File: config.mk
export PLATFORM = sky130hd
export DESIGN_NAME = iomem_bus_ctrl_flat
export DESIGN_NICKNAME = d
export VERILOG_FILES = /design/src/rtl/iomem_bus_ctrl_if.sv /design/src/rtl/iomem_bus_ctrl.sv /design/src/flat_wrapper.sv
export SDC_FILE = /design/constraint.sdc
export NUM_CORES = 1
export LEC_CHECK = 0
export BUFFER_PORTS_ARGS = -buffer_cell sky130_fd_sc_hd__buf_2
export CORE_AREA = 2 2 134 136
export DETAILED_ROUTE_END_ITERATION = 10
export DIE_AREA = 0 0 136 138
export PLACE_DENSITY = 0.66
export SETUP_SLACK_MARGIN = 0.02
export SYNTH_ARGS = -nofsm -noshare
export SYNTH_HDL_FRONTEND = slang
export SYNTH_SLANG_ARGS = --single-unit
File: constraint.sdc
create_clock -name clk -period 3.4 [get_ports clk]
set_clock_uncertainty 0.2 [all_clocks]
set_input_delay 0 -clock clk [delete_from_list [all_inputs] [get_ports clk]]
set_output_delay 0 -clock clk [all_outputs]
set_load 0.05 [all_outputs]
File: src/rtl/iomem_bus_ctrl_if.sv
// Bundle of the PicoSoC iomem master-side and peripheral-slot signals.
// The controller uses the slave modport; the environment (master + slots) uses master.
interface iomem_bus_ctrl_if #(
    parameter int unsigned NUM_SLOTS = 4
);
    logic                     m_valid;
    logic                     m_ready;
    logic [31:0]              m_addr;
    logic [3:0]               m_wstrb;
    logic [31:0]              m_wdata;
    logic [31:0]              m_rdata;
    logic [NUM_SLOTS-1:0]     s_valid;
    logic [31:0]              s_addr;
    logic [3:0]               s_wstrb;
    logic [31:0]              s_wdata;
    logic [NUM_SLOTS-1:0]     s_ready;
    logic [32*NUM_SLOTS-1:0]  s_rdata;

    modport slave (
        input  m_valid, m_addr, m_wstrb, m_wdata, s_ready, s_rdata,
        output m_ready, m_rdata, s_valid, s_addr, s_wstrb, s_wdata
    );

    modport master (
        output m_valid, m_addr, m_wstrb, m_wdata, s_ready, s_rdata,
        input  m_ready, m_rdata, s_valid, s_addr, s_wstrb, s_wdata
    );
endinterface

File: src/rtl/iomem_bus_ctrl.sv
// Sequencing controller for the PicoSoC iomem bus: slot decode, read mux, miss/timeout termination.
// Define IOMEM_ERR_CAPTURE_EN to capture the first failing address and error code.
module iomem_bus_ctrl #(
    parameter int unsigned            NUM_SLOTS      = 4,
    parameter logic [8*NUM_SLOTS-1:0] SLOT_IDS       = 32'h07_05_04_03,
    parameter int unsigned            TIMEOUT_CYCLES = 255,
    parameter logic [31:0]            MISS_RDATA     = 32'h0000_0000,
    parameter logic [31:0]            TIMEOUT_RDATA  = 32'hFFFF_FFFF
) (
    input  logic              clk,
    input  logic              reset,
    iomem_bus_ctrl_if.slave   bus,
    output logic              err,
    input  logic              err_clr,
    output logic [31:0]       err_addr,
    output logic [1:0]        err_code
);
    localparam int unsigned IDX_W = (NUM_SLOTS > 1) ? $clog2(NUM_SLOTS) : 1;
    localparam int unsigned CNT_W = (TIMEOUT_CYCLES > 1) ? $clog2(TIMEOUT_CYCLES) : 1;
    localparam logic [CNT_W-1:0] TO_LAST =
        (TIMEOUT_CYCLES == 0) ? '0 : CNT_W'(TIMEOUT_CYCLES - 1);

    typedef enum logic [1:0] {IDLE, ACCESS, DONE} state_t;

    state_t               state_q;
    logic [NUM_SLOTS-1:0] s_valid_q;
    logic [IDX_W-1:0]     sel_q;
    logic [31:0]          s_addr_q;
    logic [3:0]           s_wstrb_q;
    logic [31:0]          s_wdata_q;
    logic                 m_ready_q;
    logic [31:0]          m_rdata_q;
    logic [CNT_W-1:0]     cnt_q;
    logic                 err_q;
    logic                 err_d;

    logic                 hit;
    logic [IDX_W-1:0]     hit_idx;
    logic [NUM_SLOTS-1:0] hit_onehot;
    logic                 sel_ready;
    logic [31:0]          sel_rdata;
    logic                 timeout_hit;
    logic                 err_set;

    // Descending scan so the lowest-index matching slot wins.
    always_comb begin
        hit        = 1'b0;
        hit_idx    = '0;
        hit_onehot = '0;
        for (int i = int'(NUM_SLOTS) - 1; i >= 0; i--) begin
            if (bus.m_addr[31:24] == SLOT_IDS[8*i +: 8]) begin
                hit           = 1'b1;
                hit_idx       = IDX_W'(i);
                hit_onehot    = '0;
                hit_onehot[i] = 1'b1;
            end
        end
    end

    assign sel_ready   = bus.s_ready[sel_q];
    assign sel_rdata   = bus.s_rdata[32*sel_q +: 32];
    assign timeout_hit = (TIMEOUT_CYCLES != 0) && (cnt_q == TO_LAST);
    assign err_set     = ((state_q == IDLE) && bus.m_valid && !hit) ||
                         ((state_q == ACCESS) && bus.m_valid && !sel_ready && timeout_hit);

    always_ff @(posedge clk or posedge reset) begin
        if (reset) begin
            state_q   <= IDLE;
            s_valid_q <= '0;
            sel_q     <= '0;
            s_addr_q  <= '0;
            s_wstrb_q <= '0;
            s_wdata_q <= '0;
            m_ready_q <= 1'b0;
            m_rdata_q <= '0;
            cnt_q     <= '0;
        end else begin
            m_ready_q <= 1'b0;
            case (state_q)
                IDLE: begin
                    if (bus.m_valid) begin
                        s_addr_q  <= bus.m_addr;
                        s_wstrb_q <= bus.m_wstrb;
                        s_wdata_q <= bus.m_wdata;
                        if (hit) begin
                            s_valid_q <= hit_onehot;
                            sel_q     <= hit_idx;
                            cnt_q     <= '0;
                            state_q   <= ACCESS;
                        end else begin
                            m_rdata_q <= MISS_RDATA;
                            m_ready_q <= 1'b1;
                            state_q   <= DONE;
                        end
                    end
                end
                ACCESS: begin
                    // A withdrawn request is abandoned silently; ready beats timeout.
                    if (!bus.m_valid) begin
                        s_valid_q <= '0;
                        state_q   <= IDLE;
                    end else if (sel_ready) begin
                        m_rdata_q <= sel_rdata;
                        s_valid_q <= '0;
                        m_ready_q <= 1'b1;
                        state_q   <= DONE;
                    end else if (timeout_hit) begin
                        m_rdata_q <= TIMEOUT_RDATA;
                        s_valid_q <= '0;
                        m_ready_q <= 1'b1;
                        state_q   <= DONE;
                    end else begin
                        cnt_q <= cnt_q + 1'b1;
                    end
                end
                DONE:    state_q <= IDLE;
                default: state_q <= IDLE;
            endcase
        end
    end

    always_comb begin
        err_d = err_q;
        if (err_set)      err_d = 1'b1;
        else if (err_clr) err_d = 1'b0;
    end

    always_ff @(posedge clk or posedge reset) begin
        if (reset) err_q <= 1'b0;
        else       err_q <= err_d;
    end

`ifdef IOMEM_ERR_CAPTURE_EN
    logic [31:0] err_addr_q;
    logic [1:0]  err_code_q;
    logic        err_is_miss;

    assign err_is_miss = (state_q == IDLE);

    // A clear in the same cycle as a new error re-arms capture for that error.
    always_ff @(posedge clk or posedge reset) begin
        if (reset) begin
            err_addr_q <= '0;
            err_code_q <= '0;
        end else if (err_set && (!err_q || err_clr)) begin
            err_addr_q <= err_is_miss ? bus.m_addr : s_addr_q;
            err_code_q <= err_is_miss ? 2'b01 : 2'b10;
        end else if (err_clr) begin
            err_addr_q <= '0;
            err_code_q <= '0;
        end
    end

    assign err_addr = err_addr_q;
    assign err_code = err_code_q;
`else
    assign err_addr = '0;
    assign err_code = '0;
`endif

    assign bus.s_valid = s_valid_q;
    assign bus.s_addr  = s_addr_q;
    assign bus.s_wstrb = s_wstrb_q;
    assign bus.s_wdata = s_wdata_q;
    assign bus.m_ready = m_ready_q;
    assign bus.m_rdata = m_rdata_q;
    assign err         = err_q;
endmodule

File: src/flat_wrapper.sv
// flat-port wrapper written by rule: the top's interface ports become plain ports
module iomem_bus_ctrl_flat 
#(
    parameter int unsigned            NUM_SLOTS      = 4,
    parameter logic [8*NUM_SLOTS-1:0] SLOT_IDS       = 32'h07_05_04_03,
    parameter int unsigned            TIMEOUT_CYCLES = 255,
    parameter logic [31:0]            MISS_RDATA     = 32'h0000_0000,
    parameter logic [31:0]            TIMEOUT_RDATA  = 32'hFFFF_FFFF
)
  (clk, reset, err, err_clr, err_addr, err_code, bus_m_valid, bus_m_addr, bus_m_wstrb, bus_m_wdata, bus_s_ready, bus_s_rdata, bus_m_ready, bus_m_rdata, bus_s_valid, bus_s_addr, bus_s_wstrb, bus_s_wdata);
  iomem_bus_ctrl_if #(.NUM_SLOTS(NUM_SLOTS)) bus_i ();
  input  logic clk;
  input  logic reset;
  output logic err;
  input  logic err_clr;
  output logic [31:0] err_addr;
  output logic [1:0] err_code;
  input wire logic [$bits(bus_i.m_valid)-1:0] bus_m_valid;
  input wire logic [$bits(bus_i.m_addr)-1:0] bus_m_addr;
  input wire logic [$bits(bus_i.m_wstrb)-1:0] bus_m_wstrb;
  input wire logic [$bits(bus_i.m_wdata)-1:0] bus_m_wdata;
  input wire logic [$bits(bus_i.s_ready)-1:0] bus_s_ready;
  input wire logic [$bits(bus_i.s_rdata)-1:0] bus_s_rdata;
  output wire logic [$bits(bus_i.m_ready)-1:0] bus_m_ready;
  output wire logic [$bits(bus_i.m_rdata)-1:0] bus_m_rdata;
  output wire logic [$bits(bus_i.s_valid)-1:0] bus_s_valid;
  output wire logic [$bits(bus_i.s_addr)-1:0] bus_s_addr;
  output wire logic [$bits(bus_i.s_wstrb)-1:0] bus_s_wstrb;
  output wire logic [$bits(bus_i.s_wdata)-1:0] bus_s_wdata;
  assign bus_i.m_valid = bus_m_valid;
  assign bus_i.m_addr = bus_m_addr;
  assign bus_i.m_wstrb = bus_m_wstrb;
  assign bus_i.m_wdata = bus_m_wdata;
  assign bus_i.s_ready = bus_s_ready;
  assign bus_i.s_rdata = bus_s_rdata;
  assign bus_m_ready = bus_i.m_ready;
  assign bus_m_rdata = bus_i.m_rdata;
  assign bus_s_valid = bus_i.s_valid;
  assign bus_s_addr = bus_i.s_addr;
  assign bus_s_wstrb = bus_i.s_wstrb;
  assign bus_s_wdata = bus_i.s_wdata;
  iomem_bus_ctrl #(.NUM_SLOTS(NUM_SLOTS), .SLOT_IDS(SLOT_IDS), .TIMEOUT_CYCLES(TIMEOUT_CYCLES), .MISS_RDATA(MISS_RDATA), .TIMEOUT_RDATA(TIMEOUT_RDATA)) u_core (.clk(clk), .reset(reset), .bus(bus_i), .err(err), .err_clr(err_clr), .err_addr(err_addr), .err_code(err_code));
endmodule
# Yosys cells after proc, flatten, opt, wreduce, memory -nomap -nowiden
# Index checks and enable logic that the tools add are counted.
classes:
  add_sub_neg: 1
  magnitude_cmp: 1
  n_eq_ne: 14
  shifts: 1
  n_mux: 46
  reduce_logical: 17
ops:
  columns: ["cell", "count"]
  rows:
  - ["32-bit two-way mux", 5]
  - ["128-bit by 8-bit indexed part select with 32-bit output", 1]
  - ["32-bit case mux with 2 select lines", 1]
  - ["8-bit two-way mux", 5]
  - ["4-bit two-way mux", 9]
  - ["8-bit by 3-bit equality test with 1-bit output (second input constant)", 3]
  - ["2-bit two-way mux", 9]
  - ["8-bit case mux with 2 select lines", 1]
  - ["1-bit two-way mux", 12]
  - ["2-bit != test (second input constant)", 5]
  - ["8-bit by 1-bit adder with 8-bit output (second input constant)", 1]
  - ["8-bit by 2-bit equality test with 1-bit output (second input constant)", 1]
  - ["8-bit equality test (second input constant)", 1]
  - ["4-bit case mux with 2 select lines", 1]
  - ["6-bit AND reduction", 1]
  - ["1-bit logical AND", 5]
  - ["5-bit AND reduction", 1]
  - ["4-bit by 2-bit != test with 1-bit output (second input constant)", 1]
  - ["2-bit case mux with 2 select lines", 1]
  - ["2-bit AND reduction", 2]
  - ["4-bit AND reduction", 1]
  - ["2-bit nonzero test", 2]
  - ["2-bit by 3-bit less-than comparator with 1-bit output (second input constant)", 1]
  - ["3-bit by 1-bit != test with 1-bit output (second input constant)", 1]
  - ["other kinds (8)", 9]
word_totals:
  register_bits: 118
  inputBits: 204
  output_inout_bits: 140
  word_cells: 90

# Depth between registers and ports, before layout
# Gate-level depths: netlist of run 1.
logic_depth:
  depth_word: 9
  mapped_depth: 8
  mapped_depth_nobuf: 6

# Worst setup path after synthesis of run 1
# Ideal clock, no wire load.
synth_path:
  kind: "register -> register"
  startpoint: "register u_core.sel_q[0]"
  endpoint: "register u_core.cnt_q[2]"
  setup_ns: 0.126
  arrival_time_ns: 1.813
  required_ns: 3.074
  path_slack_ns: 1.261
  path_stages_with_launch: 7
  path_buffers: 2
  synth_period_minus_slack_ns: 2.139
  cell_sequence: "dfrtp_1 buf_6 mux4_2 a211o_1 and2_1 buf_6 a221o_1"
synth_between:
  elab_chain_cells: 4
synth_rtl:
  columns: ["element", "line_no", "rtl"]
  rows:
  - ["from (decl)", "iomem_bus_ctrl.sv:27", "logic [IDX_W-1:0] sel_q;"]
  - ["from (signal assigned)", "iomem_bus_ctrl.sv:87", "sel_q <= hit_idx;"]
  - ["1-bit binary-select mux with 2-bit select", "iomem_bus_ctrl.sv:60", "assign sel_ready = bus.s_ready[sel_q];"]
  - ["1-bit two-way mux (implied by the code)", "iomem_bus_ctrl.sv:60", null]
  - ["2-bit != test (no source line)", null, null]
  - ["6-bit AND reduction (no source line)", null, null]
  - ["to (signal assigned)", "iomem_bus_ctrl.sv:113", "cnt_q <= cnt_q + 1'b1;"]
  - ["to (decl)", "iomem_bus_ctrl.sv:33", "logic [CNT_W-1:0] cnt_q;"]
# No other way between the ends. The select of a mux whose other input is x is not followed.
# A chain may end at the register's enable or synchronous reset.

# Worst setup path after layout of run 1
layout_path:
  startpoint: "register u_core.sel_q[0]"
  endpoint: "register u_core.m_rdata_q[24] (netlist: u_core.bus.m_rdata[24])"
layout_between:
  elab_chain_cells: 5
  elab_cells_between_ends: 8
  classes_between: "eq/ne (1); shift (1); mux (5); reduce/logical (1)"
layout_rtl:
  columns: ["element", "line_no", "rtl"]
  rows:
  - ["parallel branches: the longest is 5 deep, another holds 128-bit by 8-bit indexed part select with 32-bit output", null, null]
  - ["to (signal assigned)", "iomem_bus_ctrl.sv:103", "m_rdata_q <= sel_rdata;"]
  - ["to (decl)", "iomem_bus_ctrl.sv:32", "logic [31:0] m_rdata_q;"]
# Several ways; the timed one is not identified. The select of a mux whose other input is x is not followed.

==> impl_metrics.ini, run 1 <==
[status]
status = completed

[drt]
drtPass1Iterations = 4
drtIter0Drc = 166
detail-route-antenna-nets = 0
wl_per_cell_um = 16.6
vias = 5384
routed_wl_mm = 19.0
routed_via_density = 4.69
drc_errors = 0

[clocking]
clk_pin_slew_ps = 60
htreeDepth = 4
cts_inserted_buffers = 17
clock_path_buffers = 2
cts_tree = yes
cts.sinks = 118
clock-root-buffer = clkbuf_16
clk-insertion-delay-late_ps = 410

[power]
total_power_mw = 4.82
vdd_drop_max_v = 0.000338
leakagePower_nw = 4.64
intPower_mw = 3.14
p_comb_share_pct = 30.0
clockPowerShare_pct = 36.3
seqPwrFrac_pct = 33.7
p_sw_share_pct = 34.8
power_density_nw_per_um2 = 502
p_sw_mw = 1.68

[worst_setup_path]
reg2reg_slack_ps = 640
r2r_start = u_core.sel_q[0]
critPathTopFamily = buffers and inverters
r2r-end = u_core.bus.m_rdata[24]
cp_num_buf_inv = 2
reg2reg_depth = 5
worst_setup_path_end_kind = register
worstSetupPathType = reg -> reg
critical_path_depth = 5
worstPathRequired_ps = 3440
path_max_fanout = 34
cp_cell_sequence = buf_4 > mux4_2 > dlygate4sd3_1 > o21ai_0 > mux2i_1
cpPeakStageDelay_ps = 580
slowest_stage = mux4_2
startpoint_type = register
worst-endpoint-arrival_ps = 2810

[yosys]
netlist_top_cells_area = dfrtp_1, mux2_2, mux4_2
ys_types = 38
synthArstFlopShare_pct = 100
yosysTopAreaCell = dfrtp_1
yosysSeqAreaShare_pct = 49.0
synth-edff-count = 0
synth_area_um2 = 6020
synthTopCellsByCount = dfrtp_1, mux2_2, inv_1
synth_ff_type = dfrtp_1
syn_inst = 464
ys_ff_latch = 118
yosys_warnings = 0
avgSynthCellArea_um2 = 13.0
synth_top_area_share_pct = 49.0
synth.most_common_cell = dfrtp_1

[place]
place_congestion = 0.740
pre_cts_slack_ps = 858
dp_hpwl_mm = 12.1
place_inst = 977
portBuffers = 309

[die]
die_h_um = 138
core_area_um2 = 17500
die_w_um = 136
row_count = 49
boundaryPins = 344
die_area_um2 = 18800
initial_utilization_pct = 34.4

[global_route]
grtUsageTotal_pct = 20.2
grt-ovfl-total = 0
first_global_vias = 5806
grt_pass1_wl_mm = 29.4
antenna_found_initial = 0
grt_max_degree = 119

[cells_and_area]
area_growth_pct = 59.3
fin_util_pct = 54.7
nets = 1111
drive_gt1_share_pct = 49.7
multi_input_area_um2 = 2640
num_antenna_cells = 0
n_fill_cell = 1483
fin_cells = 1147
seqCellArea_um2 = 2950

[sta]
worst_pin_slew_ps = 1170
tns_ps = 0
timing.final.max_slew_violations = 0
setup_viol = 0
finalHoldViolCount = 0
fin_ws_ps = 636
period_share_pct = 81.3
slew_headroom_pct = 22.3
period_minus_slack_ps = 2760
rsz0062_at_grt = no
fmax_mhz = 362

[hold_path]
min_from = bus_s_ready[0]
hold_depth = 4
holdCritPathClass = in -> reg
holdPathEnd = u_core.state_q[1]

[run]
cap_violations = 0
[metrics by stage]
stage,instance area [um2],hold WS [ps]
global placement,7640,22.7
global route,9600,81.0
detailed placement,7640,28.5
floorplan,6150,-118
CTS,9600,21.0
finish,9600,41.3
[cell type report]
cell class	count	share of cell area, %
well taps	229	2.98
clock buffers	19	4.72
clock inverters	13	1.28
multi-input cells	275	27.5
repair buffers	454	31.2
inverters	39	1.55
flip-flops and latches	118	30.8
[routing by layer]
metal,global-route usage (%),routed length [um],up-vias,share of wire [%]
li1,-,-,2483,-
met1,21.8,7060,2608,37
met2,35.6,9740,261,51
met3,7.41,1810,32,9.5
met4,7.73,415,0,2.2
met5,0,0,-,0
[registers in the layout (all words and copies together) (netlist names)]
name,cells
u_core.bus.m_rdata,32
u_core.bus.s_addr,32
u_core.bus.s_wdata,32
u_core.cnt_q,8
u_core.bus.s_valid,4
u_core.bus.s_wstrb,4
u_core.sel_q,2
u_core.state_q,2
u_core.bus.m_ready,1
u_core.err,1
[worst min-delay path: cells and delay by family]
family / cells / cell delay [ps]
buffers and inverters: 1 / 90
AO/OA/AOI/OAI: 2 / 270
multiplexers: 1 / 260
[what timing repair did]
item | in CTS | in global routing
hold buffers | 138 | 0
setup endpoints to repair | 0 | 0
gates resized for setup | 0 | 0
hold endpoints to repair | 228 | 0
buffers inserted | 0 | 0
[power by group through the flow]
stage / Combinational [mW] / Clock, mW / Sequential, mW
floorplan: 0.479 / 0 / 2.12
CTS: 1.44 / 1.80 / 1.62
global placement: 1.26 / 0 / 1.64
detailed placement: 1.27 / 0 / 1.64
global route: 1.51 / 1.87 / 1.64
finish: 1.45 / 1.75 / 1.63
[placed cells by master, fill, tap and decap left out, types with 3 or more instances in the layout]
master	netlist	layout
inv_6	0	3
nor2b_1	4	3
and4_1	3	3
dlygate4sd3_1	0	138
inv_1	39	38
clkbuf_16	0	17
nor3b_1	4	3
clkinvlp_4	0	4
mux2_2	70	70
o2bb2ai_1	3	3
a211o_1	5	5
mux2i_1	34	34
buf_4	34	6
conb_1	1	34
dfrtp_1	118	117
a31oi_1	3	3
nand2_1	9	9
o21ai_0	36	36
mux4_2	33	33
buf_2	5	309
nand3_1	7	7
and3_1	3	3
clkinv_4	0	3
[how the worst max path moves through the flow]
stage	slack, ps	to	from
2_1_floorplan	70	u_core.bus.m_rdata[0]	reset
3_5_place_dp	860	u_core.bus.m_rdata[12]	u_core.cnt_q[0]
3_3_place_gp	930	u_core.bus.m_rdata[10]	u_core.cnt_q[0]
5_1_grt	470	u_core.bus.m_rdata[23]	u_core.sel_q[0]
6_report	640	u_core.bus.m_rdata[24]	u_core.sel_q[0]
4_1_cts	620	u_core.bus.m_rdata[4]	u_core.sel_q[0]
[cells by family after synthesis]
kind of cell	share of synthesized area (%)
multiplexers	31.1
flip-flops	49.0
buffers and inverters	9.32
AO/OA/AOI/OAI	5.90
AND/OR/NAND/NOR	4.07
adder cells (fa/ha/maj)	0.415
other	0.0622
XOR/XNOR	0.145
Power figures use the tool's default switching activity.
==> run 2, diff against run 1 <==
--- a/config.mk
+++ b/config.mk
@@ -9,7 +9,7 @@
 export CORE_AREA = 2 2 134 136
 export DETAILED_ROUTE_END_ITERATION = 10
 export DIE_AREA = 0 0 136 138
-export PLACE_DENSITY = 0.66
+export PLACE_DENSITY = 0.64
 export SETUP_SLACK_MARGIN = 0.02
 export SYNTH_ARGS = -nofsm -noshare
 export SYNTH_HDL_FRONTEND = slang
==> constraint.sdc (replaced) <==
create_clock -name clk -period 2.55 [get_ports clk]
set_clock_uncertainty 0.2 [all_clocks]
set_input_delay 0 -clock clk [delete_from_list [all_inputs] [get_ports clk]]
set_output_delay 0 -clock clk [all_outputs]
set_load 0.05 [all_outputs]
==> run 2 against run 1 <==
Cell area grew 1.4%. Combinational power rose by 36%. Maximum frequency grew 14%.
==> impl_metrics.ini, run 2 (synthesis gave the netlist of run 1 again) <==
[status]
status = completed

[worst_setup_path]
path_max_fanout = 17
worst_setup_path_end_kind = register
worst-endpoint-arrival_ps = 2490
reg2reg_depth = 5
worstSetupPathType = reg -> reg
worstPathRequired_ps = 2610
startpoint_type = register

[die]
die_h_um = 138
boundaryPins = 344
core_area_um2 = 17500
row_count = 49
die_w_um = 136
die_area_um2 = 18800
initial_utilization_pct = 34.4

[cells_and_area]
fin_cells = 1150
area_growth_pct = 61.6
num_antenna_cells = 0
fin_area_um2 = 9740
fin_util_pct = 55.5
layout_common_cells = buf_2, dlygate4sd3_1, dfrtp_1
drive_gt1_share_pct = 50.1
nets = 1114
final_common_cell = buf_2

[global_route]
first_global_vias = 6000
antenna_found_initial = 0
grtUsageTotal_pct = 20.2
grt_max_degree = 50
grt_pass1_wl_mm = 29.6
grt-ovfl-total = 0

[sta]
period_minus_slack_ps = 2430
setup_viol = 0
finalHoldViolCount = 0
tns_ps = 0
fin_hold_ws_ps = 41.8
worst_pin_slew_ps = 700
period_share_pct = 95.4
rsz0062_at_grt = no
fin_ws_ps = 116
slew_headroom_pct = 53.2
timing.final.max_slew_violations = 0
fmax_mhz = 411

[drt]
vias = 5420
drtPass1Iterations = 4
detail-route-antenna-nets = 0
drc_errors = 0
routed_via_density = 4.71
wl_per_cell_um = 16.8
drtIter0Drc = 124
routed_wl_mm = 19.3

[power]
leakagePower_nw = 4.68
total_power_mw = 6.55
power_density_nw_per_um2 = 673
vdd_drop_max_v = 0.000607

[clocking]
htreeDepth = 4
clk-insertion-delay-late_ps = 410
cts_inserted_buffers = 17
clk_pin_slew_ps = 60
clock-root-buffer = clkbuf_16
cts_setup_buffers = 0
cts.sinks = 118
clock_path_buffers = 2
cts_tree = yes

[hold_path]
holdCritPathClass = in -> async

[place]
dp_hpwl_mm = 12.7
pre_cts_slack_ps = 316
dpl_cell_area_um2 = 7730
place_congestion = 0.753
portBuffers = 309
place_inst = 980

[run]
cap_violations = 0
[run 2: final cells by class]
type | count | area, um2
Timing Repair Buffer | 457 | 3100
Multi-Input combinational cell | 275 | 2650
Clock buffer | 19 | 453
Inverter | 39 | 150
Fill cell | 1429 | 7800
Clock inverter | 13 | 148
Sequential cell | 118 | 2960
Tap cell | 229 | 287
[run 2: where the power goes]
part | internal, mW | switching (mW) | total, mW
clock network | 1.50 | 0.911 | 2.41
registers | 2.06 | 0.112 | 2.17
logic | 0.758 | 1.21 | 1.97
[run 2: worst paths after layout]
path / from / endpoint / slack [ps]
worst max register to register: u_core.sel_q[0] / u_core.bus.m_rdata[22] / 120
min in group clk: bus_s_ready[0] / u_core.state_q[1] / 80
worst min register to register: u_core.bus.s_valid[1] / u_core.bus.s_valid[1] / 280
max in group asynchronous: reset / u_core.bus.m_rdata[6] / 1410
worst min-delay path: reset / u_core.bus.s_wdata[28] / 40
worst max-delay path: u_core.sel_q[0] / u_core.bus.m_rdata[22] / 120
[run 2: timing repair]
item,in CTS,in global routing
resized for setup,0,2
endpoints found under the hold margin,228,0
endpoints found under the setup margin,0,18
hold buffers,137,0
[run 2: critical path: stages (launching register included)]
cell           delay, ps
dfrtp_2              450
buf_12               210
mux4_2               520
dlygate4sd3_1        570
o21ai_0              200
mux2i_1              110
[run 2: per-layer routing]
metal / track usage (%) / wire length, um
met3: 5.98 / 1620
met5: 0 / 0
met1: 21.6 / 7200
met2: 36.9 / 10100
met4: 7.68 / 333
